## src/rtl/pwm_msg_pkg.sv

```systemverilog
// Shared types and defaults for the PWM message decoder.
// Latency: n/a (types, constants and a width helper only).
// Backpressure: n/a.
package pwm_msg_pkg;

    typedef enum logic [1:0] {
        CFG_LEN,
        CFG_KEY,
        CFG_MASK,
        CFG_DONE
    } cfg_state_e;

    typedef enum logic [1:0] {
        RX_IDLE,
        RX_HIGH,
        RX_LOW
    } rx_state_e;

    localparam int DEF_MIN_SYM = 10;
    localparam int DEF_MAX_SYM = 60;

    // Width needed to hold a length value in 0..max_len.
    function automatic int calc_len_w(input int max_len);
        return $clog2(max_len + 1);
    endfunction

endpackage

```

## src/rtl/pwm_sym_detect.sv

```systemverilog
// PWM symbol detector: measures high/low phases of str and judges each symbol.
// Latency: strobes are combinational in the cycle the terminating rising edge is sampled.
// Backpressure: none; the line cannot be stalled, every symbol is judged as it ends.
//
// Ports: clk, reset (async active-low), en (receive enabled; low holds RX_IDLE),
//        str (line), sym_done (a symbol ended this cycle), sym_bit (decoded bit,
//        valid with sym_done), sym_bad (the ended symbol was out of length range).
module pwm_sym_detect
    import pwm_msg_pkg::*;
#(
    parameter int CNT_W   = 6,
    parameter int MIN_SYM = DEF_MIN_SYM,
    parameter int MAX_SYM = DEF_MAX_SYM
) (
    input  logic clk,
    input  logic reset,
    input  logic en,
    input  logic str,
    output logic sym_done,
    output logic sym_bit,
    output logic sym_bad
);

    localparam logic [CNT_W-1:0] CNT_MAX = '1;
    localparam logic [CNT_W-1:0] CNT_ONE = CNT_W'(1);
    localparam logic [CNT_W:0]   MIN_T   = (CNT_W+1)'(MIN_SYM);
    localparam logic [CNT_W:0]   MAX_T   = (CNT_W+1)'(MAX_SYM);

    rx_state_e        state_q, state_d;
    logic [CNT_W-1:0] ones_q, ones_d;
    logic [CNT_W-1:0] zeros_q, zeros_d;
    logic             prev_q, prev_d;
    logic             rise;
    logic [CNT_W:0]   total;

    always_comb begin
        prev_d   = str;
        rise     = str & ~prev_q;
        total    = {1'b0, ones_q} + {1'b0, zeros_q};
        state_d  = state_q;
        ones_d   = ones_q;
        zeros_d  = zeros_q;
        sym_done = 1'b0;
        sym_bit  = 1'b0;
        sym_bad  = 1'b0;
        if (!en) begin
            state_d = RX_IDLE;
            ones_d  = '0;
            zeros_d = '0;
        end else begin
            case (state_q)
                RX_IDLE: begin
                    if (str) begin
                        state_d = RX_HIGH;
                        ones_d  = CNT_ONE;
                        zeros_d = '0;
                    end
                end
                RX_HIGH: begin
                    if (str) begin
                        if (ones_q != CNT_MAX) ones_d = ones_q + CNT_ONE;
                    end else begin
                        state_d = RX_LOW;
                        zeros_d = CNT_ONE;
                    end
                end
                RX_LOW: begin
                    if (rise) begin
                        // The edge that ends this symbol is the first high cycle of the next.
                        sym_done = 1'b1;
                        sym_bad  = (total < MIN_T) || (total > MAX_T);
                        sym_bit  = (ones_q >= zeros_q);
                        state_d  = RX_HIGH;
                        ones_d   = CNT_ONE;
                        zeros_d  = '0;
                    end else if (zeros_q != CNT_MAX) begin
                        zeros_d = zeros_q + CNT_ONE;
                    end
                end
                default: state_d = RX_IDLE;
            endcase
        end
    end

    always_ff @(posedge clk or negedge reset) begin
        if (!reset) begin
            state_q <= RX_IDLE;
            ones_q  <= '0;
            zeros_q <= '0;
            prev_q  <= 1'b0;
        end else begin
            state_q <= state_d;
            ones_q  <= ones_d;
            zeros_q <= zeros_d;
            prev_q  <= prev_d;
        end
    end

endmodule

```

## src/rtl/pwm_msg_decoder.sv

```systemverilog
// PWM message receiver: serial config load, symbol-to-bit collection, descramble, re-serialise.
// Latency: msg_data/msg_valid/frame/first msg bit one cycle after the completing rising edge.
// Backpressure: none; consumer must accept msg_valid and the msg/frame stream as produced.
//
// Ports: clk, reset (async active-low), mode (1 = config load, 0 = receive), str (line),
//        msg_data (descrambled word, right-aligned), msg_valid (1-cycle pulse),
//        msg/frame (MSB-first serial copy of the word), cfg_ok (config complete and legal),
//        sym_err (1-cycle pulse per rejected symbol).
module pwm_msg_decoder
    import pwm_msg_pkg::*;
#(
    parameter int MAX_LEN = 16,
    parameter int LEN_W   = calc_len_w(MAX_LEN),
    parameter int CNT_W   = 6,
    parameter int MIN_SYM = DEF_MIN_SYM,
    parameter int MAX_SYM = DEF_MAX_SYM
) (
    input  logic               clk,
    input  logic               reset,
    input  logic               mode,
    input  logic               str,
    output logic [MAX_LEN-1:0] msg_data,
    output logic               msg_valid,
    output logic               msg,
    output logic               frame,
    output logic               cfg_ok,
    output logic               sym_err
);

    localparam logic [LEN_W-1:0] LEN_ONE = LEN_W'(1);

    cfg_state_e         cfg_state_q, cfg_state_d, cfg_cur;
    logic [LEN_W-1:0]   cfg_cnt_q, cfg_cnt_d, cnt_cur;
    logic [LEN_W-1:0]   len_q, len_d;
    logic [MAX_LEN-1:0] key_q, key_d, mask_q, mask_d;
    logic               mode_q, mode_d, mode_rise;
    logic               cfg_ok_q, cfg_ok_d;

    logic [MAX_LEN-1:0] raw_q, raw_d, raw_shift;
    logic [LEN_W-1:0]   bit_cnt_q, bit_cnt_d;
    logic [MAX_LEN-1:0] msg_data_q, msg_data_d;
    logic               msg_valid_q, msg_valid_d;
    logic               sym_err_q, sym_err_d;
    logic [MAX_LEN-1:0] tx_sh_q, tx_sh_d;
    logic [LEN_W-1:0]   tx_left_q, tx_left_d;
    logic               msg_q, msg_d, frame_q, frame_d;

    logic               rx_en, sym_done, sym_bit, sym_bad, bit_ok, word_done;
    logic [MAX_LEN-1:0] len_mask, word, word_aligned;
    logic [LEN_W-1:0]   tx_shamt;

    assign rx_en = ~mode & cfg_ok_q;

    pwm_sym_detect #(
        .CNT_W   (CNT_W),
        .MIN_SYM (MIN_SYM),
        .MAX_SYM (MAX_SYM)
    ) u_sym_detect (
        .clk      (clk),
        .reset    (reset),
        .en       (rx_en),
        .str      (str),
        .sym_done (sym_done),
        .sym_bit  (sym_bit),
        .sym_bad  (sym_bad)
    );

    // Configuration loader. A rising edge of mode restarts at CFG_LEN and the
    // bit present in that same cycle is already the first length bit.
    always_comb begin
        mode_d      = mode;
        mode_rise   = mode & ~mode_q;
        cfg_cur     = mode_rise ? CFG_LEN : cfg_state_q;
        cnt_cur     = mode_rise ? '0 : cfg_cnt_q;
        cfg_state_d = cfg_state_q;
        cfg_cnt_d   = cfg_cnt_q;
        len_d       = len_q;
        key_d       = key_q;
        mask_d      = mask_q;
        cfg_ok_d    = mode_rise ? 1'b0 : cfg_ok_q;
        if (mode) begin
            cfg_state_d = cfg_cur;
            cfg_cnt_d   = cnt_cur + LEN_ONE;
            case (cfg_cur)
                CFG_LEN: begin
                    len_d = {len_q[LEN_W-2:0], str};
                    if (cnt_cur == LEN_W'(LEN_W - 1)) begin
                        cfg_state_d = CFG_KEY;
                        cfg_cnt_d   = '0;
                    end
                end
                CFG_KEY: begin
                    key_d = {key_q[MAX_LEN-2:0], str};
                    if (cnt_cur == LEN_W'(MAX_LEN - 1)) begin
                        cfg_state_d = CFG_MASK;
                        cfg_cnt_d   = '0;
                    end
                end
                CFG_MASK: begin
                    mask_d = {mask_q[MAX_LEN-2:0], str};
                    if (cnt_cur == LEN_W'(MAX_LEN - 1)) begin
                        cfg_state_d = CFG_DONE;
                        cfg_cnt_d   = '0;
                        cfg_ok_d    = (len_q != '0) && (len_q <= LEN_W'(MAX_LEN));
                    end
                end
                default: cfg_cnt_d = cnt_cur;
            endcase
        end
    end

    // Bit collector, descrambler and serialiser.
    always_comb begin
        for (int i = 0; i < MAX_LEN; i++) begin
            len_mask[i] = (LEN_W'(i) < len_q);
        end
        bit_ok       = sym_done & ~sym_bad;
        raw_shift    = {raw_q[MAX_LEN-2:0], sym_bit};
        word         = ((raw_shift ^ key_q) | mask_q) & len_mask;
        word_done    = bit_ok && ((bit_cnt_q + LEN_ONE) == len_q);
        // Left-justify the word so the serialiser always emits from the top bit.
        tx_shamt     = LEN_W'(MAX_LEN) - len_q;
        word_aligned = word << tx_shamt;

        raw_d       = raw_q;
        bit_cnt_d   = bit_cnt_q;
        msg_data_d  = msg_data_q;
        msg_valid_d = 1'b0;
        sym_err_d   = sym_done & sym_bad;
        tx_sh_d     = tx_sh_q;
        tx_left_d   = tx_left_q;
        msg_d       = msg_q;
        frame_d     = frame_q;

        if (mode) begin
            raw_d     = '0;
            bit_cnt_d = '0;
        end else if (word_done) begin
            raw_d       = '0;
            bit_cnt_d   = '0;
            msg_data_d  = word;
            msg_valid_d = 1'b1;
        end else if (bit_ok) begin
            raw_d     = raw_shift;
            bit_cnt_d = bit_cnt_q + LEN_ONE;
        end

        // Serialiser keeps running across mode changes; a new word cannot
        // arrive before the previous one is fully shifted out.
        if (word_done) begin
            msg_d     = word_aligned[MAX_LEN-1];
            frame_d   = 1'b1;
            tx_sh_d   = word_aligned << 1;
            tx_left_d = len_q - LEN_ONE;
        end else if (tx_left_q != '0) begin
            msg_d     = tx_sh_q[MAX_LEN-1];
            tx_sh_d   = tx_sh_q << 1;
            tx_left_d = tx_left_q - LEN_ONE;
        end else begin
            msg_d   = 1'b0;
            frame_d = 1'b0;
        end
    end

    always_ff @(posedge clk or negedge reset) begin
        if (!reset) begin
            cfg_state_q <= CFG_LEN;
            cfg_cnt_q   <= '0;
            len_q       <= '0;
            key_q       <= '0;
            mask_q      <= '0;
            mode_q      <= 1'b0;
            cfg_ok_q    <= 1'b0;
            raw_q       <= '0;
            bit_cnt_q   <= '0;
            msg_data_q  <= '0;
            msg_valid_q <= 1'b0;
            sym_err_q   <= 1'b0;
            tx_sh_q     <= '0;
            tx_left_q   <= '0;
            msg_q       <= 1'b0;
            frame_q     <= 1'b0;
        end else begin
            cfg_state_q <= cfg_state_d;
            cfg_cnt_q   <= cfg_cnt_d;
            len_q       <= len_d;
            key_q       <= key_d;
            mask_q      <= mask_d;
            mode_q      <= mode_d;
            cfg_ok_q    <= cfg_ok_d;
            raw_q       <= raw_d;
            bit_cnt_q   <= bit_cnt_d;
            msg_data_q  <= msg_data_d;
            msg_valid_q <= msg_valid_d;
            sym_err_q   <= sym_err_d;
            tx_sh_q     <= tx_sh_d;
            tx_left_q   <= tx_left_d;
            msg_q       <= msg_d;
            frame_q     <= frame_d;
        end
    end

    assign msg_data  = msg_data_q;
    assign msg_valid = msg_valid_q;
    assign msg       = msg_q;
    assign frame     = frame_q;
    assign cfg_ok    = cfg_ok_q;
    assign sym_err   = sym_err_q;

endmodule
```

## config.mk

```make
export PLATFORM = sky130hd
export DESIGN_NAME = pwm_msg_decoder
export DESIGN_NICKNAME = d
export VERILOG_FILES = /design/src/rtl/pwm_msg_pkg.sv /design/src/rtl/pwm_sym_detect.sv /design/src/rtl/pwm_msg_decoder.sv
export SDC_FILE = /design/constraint.sdc
export NUM_CORES = 1
export LEC_CHECK = 0
export ABC_CLOCK_PERIOD_IN_PS = 5100
export BUFFER_PORTS_ARGS = -buffer_cell sky130_fd_sc_hd__buf_2
export CAP_MARGIN = 20
export CORE_AREA = 2 2 124 126
export CTS_CLUSTER_DIAMETER = 120
export DETAILED_ROUTE_END_ITERATION = 8
export DIE_AREA = 0 0 126 128
export GPL_TIMING_DRIVEN = 1
export PLACE_DENSITY = 0.67
export SLEW_MARGIN = 5
export SYNTH_ARGS = -nofsm -noshare
export SYNTH_HDL_FRONTEND = slang
export SYNTH_HIERARCHICAL = 1
export SYNTH_SLANG_ARGS = --single-unit
```

## constraint.sdc

```tcl
create_clock -name clk -period 5.1 [get_ports clk]
set_input_delay 0.51 -clock clk [delete_from_list [all_inputs] [get_ports clk]]
set_output_delay 0.51 -clock clk [all_outputs]
set_load 0.03 [all_outputs]
```

======== Yosys cells after proc, flatten, opt, wreduce, memory -nomap -nowiden ========
Cells that the tools add are included.
Widths: inputs -> output; s select.
storage, ports and cells
  bits in latches ......................... 0
  input port bits ......................... 4
  register bits ........................... 122
  ROM bits ................................ 0
  word-level logic and storage cells ...... 150
  memories ................................ 0
  RAM bits ................................ 0
operators by class
  $lt $le $gt $ge ......................... 20
  bitwise gates (word level) .............. 12
  div/mod/pow operators ................... 0
  mux-type cells .......................... 55
  equality and inequality tests ........... 17
  add/subtract/negate cells ............... 8
  reduce and logical (&&, ||, !) cells .... 17
  shifts and indexed selects .............. 1
  $mul .................................... 0
operators by type and width
  cell                 number
  $mux 6               10
  $mux 15              3
  $lt 4x5->1 const A   8
  $mux 5               8
  $pmux 6 s3           2
  $mux 16              2
  $lt 3x5->1 const A   4
  $mux 1               19
  $and 16x16->16       1
  $mux 2               8
  $or 16x16->16        1
  $shl 16x5->16        1
  $xor 16x16->16       1
  $ne 3x3->1 const B   5
  $add 6x1->6 const B  2
  $ne 6x6->1 const B   2
  $pmux 2 s3           2
  $add 5x1->5 const B  2
  $lt 1x5->1 const A   2
  $lt 2x5->1 const A   2
  $pmux 5 s2           1
  $reduce_bool 5->1    2
  $sub 5x1->5 const B  2
  $ne 4x4->1 const B   2
  other kinds (24)     38

======== Longest topological paths before layout ========
Gate-level depths: netlist (run 1).
  word-level depth ........................ 11
  depth in mapped cells ................... 16

======== Cells and area by module ========
Netlist (run 1), hierarchy kept.
modules (own cells, without submodules)
  module           times used  cells an instance  area each (sq um)  seq. area each (sq um)
  pwm_msg_decoder  1           600                5,955.7            2,652.5
  pwm_sym_detect   1           148                1,288.7            375.4

======== Least setup slack after synthesis (run 1) ========
No wires, ideal clock.
  kind .................................... register -> register
  start ................................... register u_sym_detect.ones_q[2]
  end ..................................... register raw_q[14]
  period minus slack after synthesis ...... 3,008 ps
  library setup time ...................... 65 ps
  stages on the path, launching flop included .. 15
  arrival time ............................ 2,942 ps
  required time ........................... 5,035 ps
  setup slack ............................. 2,092 ps
  buffers on the path ..................... 2
  cell sequence ........................... dfrtp_1 ha_1 nor3b_1 nor3_2 mux2i_1 nand3_1 a211o_1 a31oi_1 nand2b_1 nor3_1 and4_1 nor3_1 buf_2 buf_2 a22o_1
between the ends
  cells in the longest elaborated chain, start to end .. 11
  elaborated cells on any way between the ends .. 13
ends and longest elaborated chain
  item                                      RTL line                source
  start: declaration                        pwm_sym_detect.sv:30    logic [CNT_W-1:0] ones_q, ones_d;
  start signal: assignment                  pwm_sym_detect.sv:93    ones_q <= ones_d;
  $add 6x6->7 (*)                           pwm_sym_detect.sv:39    total = {1'b0, ones_q} + {1'b0, zeros_q};
  $lt 7x4->1 or $gt 7x6->1 (tied branches)  pwm_sym_detect.sv:71    sym_bad = (total < MIN_T) || (total > MAX_T);
  $logic_or 1x1->1 (*)                      pwm_sym_detect.sv:71
  $mux 1 (*)                                pwm_sym_detect.sv:68    if (rise) begin
  $mux 1 (*)                                pwm_sym_detect.sv:51    case (state_q)
  $mux 1 (*)                                pwm_sym_detect.sv:46    if (!en) begin
  named net sym_bad                         pwm_msg_decoder.sv:48   logic rx_en, sym_done, sym_bit, sym_bad, bit_ok, word_done;
  $not 1->1 (*)                             pwm_msg_decoder.sv:117  bit_ok = sym_done & ~sym_bad;
  $and 1x1->1 (*)                           pwm_msg_decoder.sv:117
  $logic_and 1x1->1                         pwm_msg_decoder.sv:120  word_done = bit_ok && ((bit_cnt_q + LEN_ONE) == len_q);
  $mux 15                                   pwm_msg_decoder.sv:138  end else if (word_done) begin
  $mux 15                                   pwm_msg_decoder.sv:135  if (mode) begin
  end signal: assignment                    pwm_msg_decoder.sv:191  raw_q <= raw_d;
  end: declaration                          pwm_msg_decoder.sv:39   logic [MAX_LEN-1:0] raw_q, raw_d, raw_shift;
The timed path passes the listed nets; every way through them passes the cells marked *.
A chain may end at the register's enable or synchronous reset.

======== Final worst setup path (run 1) ========
  start ................................... register u_sym_detect.ones_q[0]
  end ..................................... register msg_q, in the netlist msg
between the ends
  cells in the longest elaborated chain, start to end .. 10
  elaborated cells on any way between the ends .. 19
ends and longest elaborated chain
  item                                      RTL line                source
  $add 6x6->7 (*)                           pwm_sym_detect.sv:39
  $lt 7x4->1 or $gt 7x6->1 (tied branches)  pwm_sym_detect.sv:71
  $logic_or 1x1->1 (*)                      pwm_sym_detect.sv:71
  $mux 1 (*)                                pwm_sym_detect.sv:68
  $mux 1 (*)                                pwm_sym_detect.sv:51
  $mux 1 (*)                                pwm_sym_detect.sv:46
  named net sym_bad                         pwm_msg_decoder.sv:48
  $not 1->1 (*)                             pwm_msg_decoder.sv:117
  $and 1x1->1 (*)                           pwm_msg_decoder.sv:117
  $logic_and 1x1->1 (*)                     pwm_msg_decoder.sv:120
  $mux 1 (*)                                pwm_msg_decoder.sv:150  if (word_done) begin
  named net msg_d                           pwm_msg_decoder.sv:46   logic msg_q, msg_d, frame_q, frame_d;
  end signal: assignment                    pwm_msg_decoder.sv:198  msg_q <= msg_d;
  end: declaration                          pwm_msg_decoder.sv:46
Marked as above.

==> impl_summary.log, run 1 <==
[metrics] Initial DRC Count: 369
[metrics] core footprint: 14900 um^2
[metrics] power density relative to cell area: 433 nW/um^2
[metrics] Cell Count, Final, Fillers Out: 962
[metrics] post-synthesis share of cell area spent on xor and xnor gates: 0.0527
[metrics] starting utilization of the core area: 0.487
[metrics] Synth Cell Area: 7240 um^2
[metrics] Port Buffers: 24
[metrics] count of placed standard cells including taps: 927
[metrics] Syn. warnings: 6
[metrics] residual antenna-violating net count after detailed routing: 0
[metrics] register bit total from synthesis: 121
[metrics] actual slew at the worst max-slew pin: 0.877 ns
[metrics] portion of total power attributed to combinational logic: 0.334
[metrics] die extent in y: 128 um
[metrics] Netlist cell types: 76
[metrics] mean number of vias per cell: 5.98
[metrics] antenna violations before repair: 0
[metrics] Routed wire per std cell: 17.6 um
[metrics] first-pass GRT wire length: 27.8 mm
[metrics] combined area of the multi-input logic cells: 3880 um^2
[metrics] most common cell after layout, fill and taps aside: sky130_fd_sc_hd__dfrtp_1
[metrics] number of search-and-repair iterations in the first detailed-routing pass: 5
[metrics] number of buffers inserted during clock tree synthesis: 17
[metrics] FF/Latch Area: 3030 um^2
[metrics] overflow left after global routing: 0
[metrics] count of H-tree levels built during CTS: 4
[metrics] top-level I/O count: 25
[metrics] timing-limited maximum frequency: 0.252 GHz
[metrics] via count of the first global-routing pass: 5579
[metrics] clock slew at the register clock pins of the worst setup and hold paths: 0.06 ns
[metrics] global routing usage summed across all routing layers: 0.216
[metrics] largest net degree at the start of global routing: 79
[metrics] Most used DFF post-synth: sky130_fd_sc_hd__dfrtp_1
[metrics] worst setup path category: flop to flop
[metrics] Tightest Hold Check Type: input port to flop
[metrics] total vias in the final route: 5751
[metrics] number of gates given a new drive strength after cts: 0
[metrics] detailed placer's ending HPWL: 12.1 mm
[metrics] maximum fanout along the worst path: 13
[metrics] sequential share of the synthesized area: 0.418
[metrics] RSZ-0062 raised after global routing: false
[metrics] summed negative setup slack over all endpoints: 0 ns
[metrics] internal power: 0.00218 W
[metrics] post-route clock period utilization: 0.777
[metrics] number of cell rows: 45
[metrics] final weighted congestion in routability-driven placement: 0.917
[metrics] later-pin clock latency in the skew report: 0.42 ns
[metrics] final setup violation count: 0
[metrics] count of final hold-check violations: 0
[metrics] number of flops mapped to enable cells by yosys: 0
[metrics] crit path time final: 3.96 ns
[metrics] post-synthesis share of cell area spent on and, or, nand and nor gates: 0.136
[metrics] switching component of the power: 0.00132 W
[metrics] Worst Path Arrival: 4.31 ns
[metrics] combinational family with the most area after synthesis: compound AO/OA/AOI/OAI gates
[metrics] result of the run: finished clean
[metrics] required time at the worst-slack endpoint: 5.45 ns
[metrics] switching part of the total power: 0.378
[metrics] share of power burned in registers: 0.337
[metrics] full die area: 16100 um^2
[metrics] # fillers: 1308
[metrics] adder-cell share of the synthesized area: 0.0563
[metrics] Synth Area in Compound Gates: 0.199
[metrics] IR drop worst, VDD: 0.329 mV
[metrics] critical path startpoint category: flop
[metrics] Max Root-Sink Buffers: 2
[metrics] max-capacitance violation count: 0
[metrics] share of total power in the clock network: 0.329
[metrics] r2r setup slk: 1.14 ns
[metrics] Syn-to-layout area delta: 11.7%
[metrics] mean post-synth cell area: 9.69 um^2
[metrics] mux contribution to synthesized area: 0.0907
[metrics] DRC violation count after routing: 0
[metrics] CTS tree: done
[metrics] fin util: 0.544
[metrics] ant diodes: 0
[metrics] max-slew violation total from the final report: 0
[metrics] hold-fix buffers at CTS: 0
[metrics] number of setup buffers added after CTS: 0
[metrics] die boundary width: 126 um
[metrics] standby leakage power: 3.81 nW
[metrics] async set-or-reset flop fraction in the synthesized netlist: 1.00
[metrics] Critical Path End Type: flop
[metrics] net count of the finished layout: 797
[metrics] Synth Instances: 748
[metrics] final routed wirelength across all metal layers: 17.0 mm
[metrics] commonest cells after routing, fill and taps aside: sky130_fd_sc_hd__dfrtp_1, sky130_fd_sc_hd__nand2_1, sky130_fd_sc_hd__o21ai_0
[metrics] total number of clock tree sinks: 121
[metrics] Root Buffer Master: sky130_fd_sc_hd__clkbuf_16
[metrics] post-route clock skew: 0.00893 ns
[metrics] Slew HR: 0.415
[metrics] Syn Nets: 784
[metrics] share of final-layout standard cells stronger than drive strength 1: 0.163
==> stage by stage <==
stage	area (um^2)	setup WS, ns	hold WS, ns	total power (W)
finish	8090	1.14	0.330	0.00350
floorplan	7240	2.09	0.214	0.00207
CTS	8040	0.912	0.305	0.00350
detailed placement	7470	0.943	0.463	0.00234
global placement	7460	1.15	0.458	0.00230
global route	8090	0.891	0.317	0.00369
==> cell type report <==
class                      count  area share
timing repair buffer          35      0.0291
sequential                   121       0.374
multi-input combinational    548       0.479
tap                          188      0.0291
clock inverter                12      0.0142
inverter                      38      0.0176
clock buffer                  20      0.0564
==> critical path, stage by stage, from the launching register on <==
cell and delay (ns):
sky130_fd_sc_hd__dfrtp_1 0.44, sky130_fd_sc_hd__ha_1 0.20, sky130_fd_sc_hd__inv_1 0.06, sky130_fd_sc_hd__fa_1 0.40, sky130_fd_sc_hd__o21bai_1 0.14, sky130_fd_sc_hd__a21oi_1 0.11, sky130_fd_sc_hd__xor2_1 0.20, sky130_fd_sc_hd__a211o_1 0.12
sky130_fd_sc_hd__a31oi_1 0.09, sky130_fd_sc_hd__nand2b_1 0.23, sky130_fd_sc_hd__nor3_1 0.27, sky130_fd_sc_hd__nand4_1 0.56, sky130_fd_sc_hd__or2_2 0.57, sky130_fd_sc_hd__a221oi_1 0.30, sky130_fd_sc_hd__a32o_1 0.19
==> worst paths after layout <==
check	start	endpoint	depth (start not counted)
hold reg to reg	frame	frame	2
max in group asynchronous	reset	raw_q[1]	4
setup / recovery	u_sym_detect/ones_q[0]	msg	14
hold / removal	str	u_sym_detect/prev_q	1
setup reg to reg	u_sym_detect/ones_q[0]	msg	14
min in group asynchronous	reset	tx_sh_q[6]	2
==> per-layer routing <==
layer	wire, um	GRT usage	vias to the layer above
met1	7850	0.298	2848
met3	771	0.0417	22
met4	264	0.0821	0
met2	8070	0.339	166
li1	-	-	2715
met5	0	0	-
==> cell usage after synthesis, drive strengths merged (4+ instances only) <==
cell type	n	area (um^2)
a21oi	30	154
nor3	18	105
o31ai	12	90.1
o22ai	12	81.3
and2	7	43.8
o211ai	10	75.1
a21o	6	45.0
o221ai	5	61.3
xnor2	17	149
o21ai	56	284
nand3	17	85.1
nand2b	9	58.8
a22o	22	193
a31oi	10	62.6
nand4	6	37.5
buf	23	131
inv	37	139
o21a	4	30.0
nand2	83	312
mux2i	18	180
nor2	46	173
or2	6	37.5
ha	31	388
dfrtp	121	3030
clkbuf	18	67.6
mux2	38	432
xor2	24	210
nor2b	6	37.5
==> sequential cells by signal, indices dropped and copies added, names as in the netlist, 5 cells and up <==
register / cells
raw_q: 15
tx_sh_q: 15
key_q: 16
bit_cnt_q: 5
msg_data: 16
tx_left_q: 5
mask_q: 16
u_sym_detect/ones_q: 6
cfg_cnt_q: 5
len_q: 5
u_sym_detect/zeros_q: 6
==> power groups by stage <==
stage,registers (W),clock network [W],logic [W]
2_1_floorplan,0.00109,0,0.000976
5_1_grt,0.00119,0.00122,0.00127
4_1_cts,0.00118,0.00118,0.00115
3_3_place_gp,0.00119,0,0.00111
3_5_place_dp,0.00119,0,0.00114
6_report,0.00118,0.00115,0.00117
==> cells by family after synthesis <==
| logic type | Yosys count |
|---|---|
| AOI/OAI and AO/OA | 207 |
| xor gates and xnor gates | 42 |
| adders and majority gates | 32 |
| buffers and inverters | 79 |
| DFF | 121 |
| muxes | 58 |
| and+or+nand+nor | 209 |
Power figures use the tool's default switching activity.
==> inputs of run 2 (changes only) <==
--- a/config.mk
+++ b/config.mk
@@ -5,7 +5,7 @@
 export SDC_FILE = /design/constraint.sdc
 export NUM_CORES = 1
 export LEC_CHECK = 0
-export ABC_CLOCK_PERIOD_IN_PS = 5100
+export ABC_CLOCK_PERIOD_IN_PS = 3800
 export BUFFER_PORTS_ARGS = -buffer_cell sky130_fd_sc_hd__buf_2
 export CAP_MARGIN = 20
 export CORE_AREA = 2 2 124 126
==> constraint.sdc (replaced) <==
create_clock -name clk -period 3.8 [get_ports clk]
set_input_delay 0.38 -clock clk [delete_from_list [all_inputs] [get_ports clk]]
set_output_delay 0.38 -clock clk [all_outputs]
set_load 0.03 [all_outputs]
==> run 2 against run 1 <==
Compared with the run above: die area is the same; first-iteration DRC count grew 17%; critical path type unchanged; critical endpoint is now tx_sh_q[11]; sequential share of layout area grew 0.15 points; non-clock buffer count grew 3; hold slack lost 0.29 ns; core utilization shrank 0.21 points; total power grew 33%.
==> impl_summary.log, run 2 (synthesized netlist as in run 1, its figures left out) <==
[metrics] detailed placer's ending HPWL: 11.9 mm (-1.4%)
[metrics] timing-limited maximum frequency: 0.295 GHz (+17%)
[metrics] mean number of vias per cell: 5.90 (-1.3%)
[metrics] RSZ-0062 raised after global routing: false
[metrics] number of cells traversed by the worst register-to-register path: 14 (unchanged)
[metrics] summed negative setup slack over all endpoints: 0 ns (unchanged)
[metrics] # fillers: 1323 (+1.1%)
[metrics] commonest cells after routing, fill and taps aside: sky130_fd_sc_hd__dfrtp_1, sky130_fd_sc_hd__nand2_1, sky130_fd_sc_hd__o21ai_0
[metrics] via count of the first global-routing pass: 5575 (-0.072%)
[metrics] Routed wire per std cell: 17.6 um (-0.40%)
[metrics] die extent in y: 128 um (unchanged)
[metrics] number of buffers inserted during clock tree synthesis: 17 (unchanged)
[metrics] global routing usage summed across all routing layers: 0.225 (+0.00908)
[metrics] total vias in the final route: 5686 (-1.1%)
[metrics] core footprint: 14900 um^2 (unchanged)
[metrics] required time at the worst-slack endpoint: 4.12 ns (-1.33 ns)
[metrics] Port Buffers: 24 (unchanged)
[metrics] number of search-and-repair iterations in the first detailed-routing pass: 5 (unchanged)
[metrics] Critical Path End Type: flop
[metrics] max-capacitance violation count: 0 (unchanged)
[metrics] Worst Path Arrival: 3.71 ns (-0.60 ns)
[metrics] number of setup buffers added after CTS: 0 (unchanged)
[metrics] max-slew violation total from the final report: 0 (unchanged)
[metrics] total number of clock tree sinks: 121 (unchanged)
[metrics] count of final hold-check violations: 0 (unchanged)
[metrics] IR drop worst, VDD: 0.429 mV (+30%)
[metrics] critical path startpoint category: flop
[metrics] crit path time final: 3.39 ns (-0.575 ns)
[metrics] final setup violation count: 0 (unchanged)
[metrics] net count of the finished layout: 800 (+0.38%)
[metrics] Slew HR: 0.375 (-0.0403)
[metrics] slowest cell on the critical path: sky130_fd_sc_hd__dfrtp_1
[metrics] actual slew at the worst max-slew pin: 0.929 ns (+0.0524 ns)
[metrics] overall power after layout: 0.00466 W (+33%)
[metrics] maximum fanout along the worst path: 20 (+7)
[metrics] Syn-to-layout area delta: 11.3%
[metrics] worst setup path category: flop to flop
[metrics] final routed wirelength across all metal layers: 16.9 mm (-0.19%)
[metrics] Max Root-Sink Buffers: 2 (unchanged)
[metrics] standby leakage power: 3.81 nW (about the same)
[metrics] first-pass GRT wire length: 28.9 mm (+4.0%)
[metrics] power density relative to cell area: 578 nW/um^2 (+33%)
[metrics] share of final-layout standard cells stronger than drive strength 1: 0.168 (+0.00474)
[metrics] clock slew at the register clock pins of the worst setup and hold paths: 0.06 ns (about the same)
[metrics] full die area: 16100 um^2 (unchanged)
[metrics] post-route clock skew: 0.0120 ns (+0.00309 ns)
[metrics] largest net degree at the start of global routing: 122 (+54%)
[metrics] overflow left after global routing: 0 (unchanged)
[metrics] number of cell rows: 45 (unchanged)
[metrics] die boundary width: 126 um (unchanged)
[metrics] post-route clock period utilization: 0.891 (+0.114)
[metrics] hold-fix buffers at CTS: 0 (unchanged)
[metrics] Tightest Hold Check Type: input port to asynchronous set/reset pin
[metrics] launch point of the worst path: u_sym_detect/ones_q[0]
[metrics] final weighted congestion in routability-driven placement: 0.913 (-0.43%)
[metrics] Root Buffer Master: sky130_fd_sc_hd__clkbuf_16
[metrics] later-pin clock latency in the skew report: 0.43 ns (about the same)
[metrics] count of H-tree levels built during CTS: 4 (unchanged)
[metrics] result of the run: finished clean
[metrics] ordered cell list for the critical path: ha_1, inv_1, fa_1, o21bai_1, a21oi_1, xor2_1, a211o_1, a31oi_1, nand2b_1, nor3_1, and4_1, buf_4, nand2_1, a311oi_1
[metrics] antenna violations before repair: 0 (unchanged)
[metrics] top-level I/O count: 25 (unchanged)
[metrics] starting utilization of the core area: 0.487 (unchanged)
[metrics] DRC violation count after routing: 0 (unchanged)
[metrics] residual antenna-violating net count after detailed routing: 0 (unchanged)
[metrics] ant diodes: 0 (unchanged)
[metrics] number of gates given a new drive strength after cts: 0 (unchanged)
[metrics] slowest cell delay on critical path: 0.43 ns (-0.14 ns)
[metrics] Initial DRC Count: 433 (+17%)
[metrics] most common cell after layout, fill and taps aside: sky130_fd_sc_hd__dfrtp_1
[metrics] fin util: 0.542 (-0.00210)
[metrics] CTS tree: done
[metrics] source of the worst register-to-register timing path: u_sym_detect/ones_q[0]
[run 2: path summary, 6_finish.rpt]
path | to | slack [ns]
setup / recovery | tx_sh_q[11] | 0.41
hold / removal | msg_valid | 0.04
setup reg to reg | tx_sh_q[11] | 0.41
hold reg to reg | frame | 0.47
max in group asynchronous | u_sym_detect/ones_q[5] | 3.26
min in group clk | u_sym_detect/prev_q | 0.19
[run 2: worst max-delay path: cells and delay by family (launching register included)]
kind / cells / cell delay, ns
and+or+nand+nor: 4 / 0.98
AOI/OAI and AO/OA: 5 / 0.79
adders and majority gates: 2 / 0.59
DFF: 1 / 0.43
buffers and inverters: 2 / 0.30
xor gates and xnor gates: 1 / 0.19
[run 2: stage by stage]
step | worst slack (ns) | std cells | hold WS [ns] | area [um^2]
3_3_place_gp | 0.604 | 933 | 0.457 | 7530
6_report | 0.414 | 964 | 0.0439 | 8060
5_1_grt | 0.0118 | 964 | 0.0966 | 8060
4_1_cts | 0.417 | 964 | 0.0816 | 8060
3_5_place_dp | 0.455 | 933 | 0.458 | 7530
2_1_floorplan | 0.792 | 748 | 0.0844 | 7240
[run 2: where the power goes]
part	leakage, nW	internal [W]	total, W	switching [W]
clock network	0.263	0.000849	0.00146	0.000616
logic	1.94	0.000617	0.00164	0.00102
registers	1.61	0.00138	0.00155	0.000167
total	3.81	0.00285	0.00466	0.00181
[run 2: area by class of cell]
| type | instances | area, um^2 | share of cell area |
|---|---|---|---|
| Sequential cell | 121 | 3030 | 0.376 |
| Timing Repair Buffer | 38 | 240 | 0.0298 |
| Inverter | 38 | 143 | 0.0177 |
| Clock buffer | 18 | 439 | 0.0545 |
| Multi-Input combinational cell | 548 | 3880 | 0.481 |
| Tap cell | 188 | 235 | 0.0292 |
| Clock inverter | 13 | 96.3 | 0.0120 |
[run 2: per-layer routing]
| layer | track usage | wire (um) |
|---|---|---|
| met2 | 0.339 | 7680 |
| met5 | 0 | 0 |
| met3 | 0.0530 | 875 |
| met4 | 0.0763 | 349 |
| met1 | 0.319 | 8020 |
==> inputs of run 3 (changes only) <==
--- a/config.mk
+++ b/config.mk
@@ -8,14 +8,13 @@
 export ABC_CLOCK_PERIOD_IN_PS = 3800
 export BUFFER_PORTS_ARGS = -buffer_cell sky130_fd_sc_hd__buf_2
 export CAP_MARGIN = 20
-export CORE_AREA = 2 2 124 126
+export CORE_AREA = 2 2 123 125
 export CTS_CLUSTER_DIAMETER = 120
 export DETAILED_ROUTE_END_ITERATION = 8
-export DIE_AREA = 0 0 126 128
+export DIE_AREA = 0 0 125 127
 export GPL_TIMING_DRIVEN = 1
-export PLACE_DENSITY = 0.67
+export PLACE_DENSITY = 0.68
 export SLEW_MARGIN = 5
 export SYNTH_ARGS = -nofsm -noshare
 export SYNTH_HDL_FRONTEND = slang
-export SYNTH_HIERARCHICAL = 1
 export SYNTH_SLANG_ARGS = --single-unit
==> run 3 against run 2 <==
Compared with the run above: hold slack better by 0.0070 ns; largest cell class unchanged; highest routed layer unchanged; routed wire length is 1.6% lower; clock skew is 0.0057 ns lower; core utilization is 1.4 points higher.
==> impl_summary.log, run 3 <==
[metrics] antenna violations before repair: 0 (unchanged)
[metrics] final routed wirelength across all metal layers: 16.7 mm (-1.6%)
[metrics] net count of the finished layout: 788 (-1.5%)
[metrics] Synth Instances: 739 (-1.2%)
[metrics] final weighted congestion in routability-driven placement: 0.915 (+0.20%)
[metrics] number of buffers inserted during clock tree synthesis: 17 (unchanged)
[metrics] met3 Usage GRT: 0.0448 (-0.00820)
[metrics] summed negative setup slack over all endpoints: 0 ns (unchanged)
[metrics] detailed placer's ending HPWL: 11.7 mm (-2.2%)
[metrics] number of setup buffers added after CTS: 0 (unchanged)
[metrics] post-route clock skew: 0.00632 ns (-0.00570 ns)
[metrics] ant diodes: 0 (unchanged)
[metrics] source of the worst register-to-register timing path: u_sym_detect.zeros_q[5]
[metrics] Initial DRC Count: 414 (-4.4%)
[metrics] number of search-and-repair iterations in the first detailed-routing pass: 8 (+3)
[metrics] CTS tree: done
[metrics] Critical Path End Type: flop
[metrics] core footprint: 14400 um^2 (-3.0%)
[metrics] via count of the first global-routing pass: 5472 (-1.8%)
[metrics] global routing met1 resource utilization: 0.309 (-0.0108)
[metrics] commonest cells after routing, fill and taps aside: sky130_fd_sc_hd__dfrtp_1, sky130_fd_sc_hd__nand2_1, sky130_fd_sc_hd__o21ai_0
[metrics] most common cell after layout, fill and taps aside: sky130_fd_sc_hd__dfrtp_1
[metrics] max-capacitance violation count: 0 (unchanged)
[metrics] top-level I/O count: 25 (unchanged)
[metrics] later-pin clock latency in the skew report: 0.42 ns (about the same)
[metrics] residual antenna-violating net count after detailed routing: 0 (unchanged)
[metrics] starting utilization of the core area: 0.495 (+0.00794)
[metrics] RSZ-0062 raised after global routing: false
[metrics] power density relative to cell area: 593 nW/um^2 (+2.6%)
[metrics] r2r setup slk: 0.53 ns (+0.12 ns)
[metrics] required time at the worst-slack endpoint: 4.11 ns (about the same)
[metrics] number of cell rows: 44 (-2.2%)
[metrics] commonest cells in the synthesized netlist: sky130_fd_sc_hd__dfrtp_1, sky130_fd_sc_hd__nand2_1, sky130_fd_sc_hd__o21ai_0
[metrics] count of final hold-check violations: 0 (unchanged)
[metrics] Most used DFF post-synth: sky130_fd_sc_hd__dfrtp_1
[metrics] fraction of met2 tracks used by global routing: 0.336 (-0.00303)
[metrics] worst setup path category: flop to flop
[metrics] Tightest Hold Check Type: input port to asynchronous set/reset pin
[metrics] crit path time final: 3.27 ns (-0.117 ns)
[metrics] mean number of vias per cell: 6.09 (+3.2%)
[metrics] total vias in the final route: 5775 (+1.6%)
[metrics] mean post-synth cell area: 9.67 um^2 (-0.18%)
[metrics] global routing usage summed across all routing layers: 0.218 (-0.00723)
[metrics] number of cells traversed by the worst register-to-register path: 10 (-4)
[metrics] share of final-layout standard cells stronger than drive strength 1: 0.159 (-0.00805)
[metrics] IR drop worst, VDD: 0.472 mV (+10%)
[metrics] overflow left after global routing: 0 (unchanged)
[metrics] Routed wire per std cell: 17.5 um (about the same)
[metrics] full die area: 15900 um^2 (-1.6%)
[metrics] die extent in y: 127 um (-0.78%)
[metrics] count of H-tree levels built during CTS: 4 (unchanged)
[metrics] standby leakage power: 3.91 nW (+2.7%)
[metrics] actual slew at the worst max-slew pin: 0.825 ns (-0.104 ns)
[metrics] async set-or-reset flop fraction in the synthesized netlist: 1.00 (unchanged)
[metrics] maximum fanout along the worst path: 27 (+35%)
[metrics] cell types with the largest area share after synthesis: sky130_fd_sc_hd__dfrtp_1, sky130_fd_sc_hd__mux2_2, sky130_fd_sc_hd__ha_1
[metrics] Root Buffer Master: sky130_fd_sc_hd__clkbuf_16
[metrics] Syn. warnings: 0 (-6)
[metrics] sequential share of the synthesized area: 0.424 (+0.00586)
[metrics] hold-fix buffers at CTS: 0 (unchanged)
[metrics] number of flops mapped to enable cells by yosys: 0 (unchanged)
[metrics] count of placed standard cells including taps: 917 (-1.7%)
[metrics] first-pass GRT wire length: 28.0 mm (-3.4%)
[metrics] timing-limited maximum frequency: 0.306 GHz (+3.6%)
[metrics] clock slew at the register clock pins of the worst setup and hold paths: 0.06 ns (about the same)
[metrics] DRC violation count after routing: 0 (unchanged)
[metrics] Max Root-Sink Buffers: 2 (unchanged)
[metrics] Cell Count, Final, Fillers Out: 949 (-1.6%)
[metrics] Syn-to-layout area delta: 12.3%
[metrics] Slew HR: 0.450 (+0.0748)
[metrics] number of gates given a new drive strength after cts: 0 (unchanged)
[metrics] Synth Cell Area: 7140 um^2 (-1.4%)
[metrics] Syn Nets: 775 (-1.1%)
[metrics] Netlist cell types: 74 (-2.6%)
[metrics] result of the run: finished clean
[metrics] most used routing layer in global routing: met2
[metrics] critical path startpoint category: flop
[metrics] most frequent cell after synthesis: sky130_fd_sc_hd__dfrtp_1
[metrics] Port Buffers: 24 (unchanged)
[metrics] die boundary width: 125 um (-0.79%)
[metrics] largest net degree at the start of global routing: 63 (-48%)
[metrics] worst reg2reg path endpoint: tx_sh_q[14]
[metrics] # fillers: 1271 (-3.9%)
[metrics] final setup violation count: 0 (unchanged)
[metrics] post-synth top area share: 0.424 (+0.00586)
[metrics] total number of clock tree sinks: 121 (unchanged)
[metrics] Worst Path Arrival: 3.58 ns (-0.13 ns)
[metrics] register bit total from synthesis: 121 (unchanged)
[metrics] biggest area consumer among synthesized cells: sky130_fd_sc_hd__dfrtp_1
[metrics] post-route clock period utilization: 0.860 (-0.0308)
[metrics] max-slew violation total from the final report: 0 (unchanged)
run 3: cells by family after synthesis:
| family | Yosys count | synth area share |
|---|---|---|
| buffers and inverters | 73 | 0.0420 |
| AOI/OAI and AO/OA | 202 | 0.191 |
| DFF | 121 | 0.424 |
| muxes | 49 | 0.0858 |
| xor gates and xnor gates | 35 | 0.0448 |
| adders and majority gates | 32 | 0.0571 |
| and+or+nand+nor | 227 | 0.155 |
run 3: metrics by stage:
stage | hold WS, ns | cell area (um^2) | total power [W] | setup slack [ns] | util
floorplan | 0.0844 | 7140 | 0.00265 | 0.678 | -
global placement | 0.454 | 7420 | 0.00306 | 0.617 | 0.514
detailed placement | 0.461 | 7420 | 0.00309 | 0.555 | 0.514
CTS | 0.0865 | 8020 | 0.00475 | 0.548 | 0.556
global route | 0.132 | 8020 | 0.00502 | 0.290 | 0.556
finish | 0.0509 | 8020 | 0.00475 | 0.531 | 0.556
run 3: worst max-delay path, cell delays in order (launching register included):
cell                       delay [ns]
sky130_fd_sc_hd__dfrtp_1         0.43
sky130_fd_sc_hd__inv_1           0.07
sky130_fd_sc_hd__ha_1            0.42
sky130_fd_sc_hd__or4b_1          0.50
sky130_fd_sc_hd__nand4_1         0.08
sky130_fd_sc_hd__a211oi_1        0.08
sky130_fd_sc_hd__or4_4           0.57
sky130_fd_sc_hd__nand4b_1        0.13
sky130_fd_sc_hd__buf_4           0.27
sky130_fd_sc_hd__nand2_1         0.29
sky130_fd_sc_hd__o22a_1          0.31
run 3: final cells by class:
type / instances / area, um^2 / area share
inverter: 30 / 113 / 0.0140
clock buffer: 19 / 433 / 0.0540
timing repair buffer: 37 / 233 / 0.0290
clock inverter: 13 / 169 / 0.0211
sequential: 121 / 3030 / 0.377
multi-input combinational: 545 / 3820 / 0.476
tap: 184 / 230 / 0.0287
run 3: worst max path at each step:
stage	start	endpoint	slack, ns	depth (start not counted)
after floorplan	len_q[0]	tx_sh_q[5]	0.68	12
after global placement	u_sym_detect.zeros_q[5]	tx_sh_q[14]	0.62	10
after detailed placement	u_sym_detect.zeros_q[5]	tx_sh_q[14]	0.55	10
after CTS	u_sym_detect.zeros_q[5]	tx_sh_q[14]	0.55	10
after global routing	u_sym_detect.zeros_q[5]	tx_sh_q[14]	0.29	10
final	u_sym_detect.zeros_q[5]	tx_sh_q[14]	0.53	10
run 3: routing by layer:
layer	share of wire	up-vias	routed length, um
li1	-	2729	-
met1	0.48	2857	7960
met2	0.46	167	7610
met3	0.049	22	824
met4	0.015	0	252
met5	0	-	0
run 3: power by group:
| part | internal, W | total, W | leakage, nW | switching, W |
|---|---|---|---|---|
| combinational | 0.000573 | 0.00155 | 1.96 | 0.000980 |
| clock | 0.00104 | 0.00164 | 0.292 | 0.000606 |
| sequential | 0.00138 | 0.00156 | 1.66 | 0.000179 |
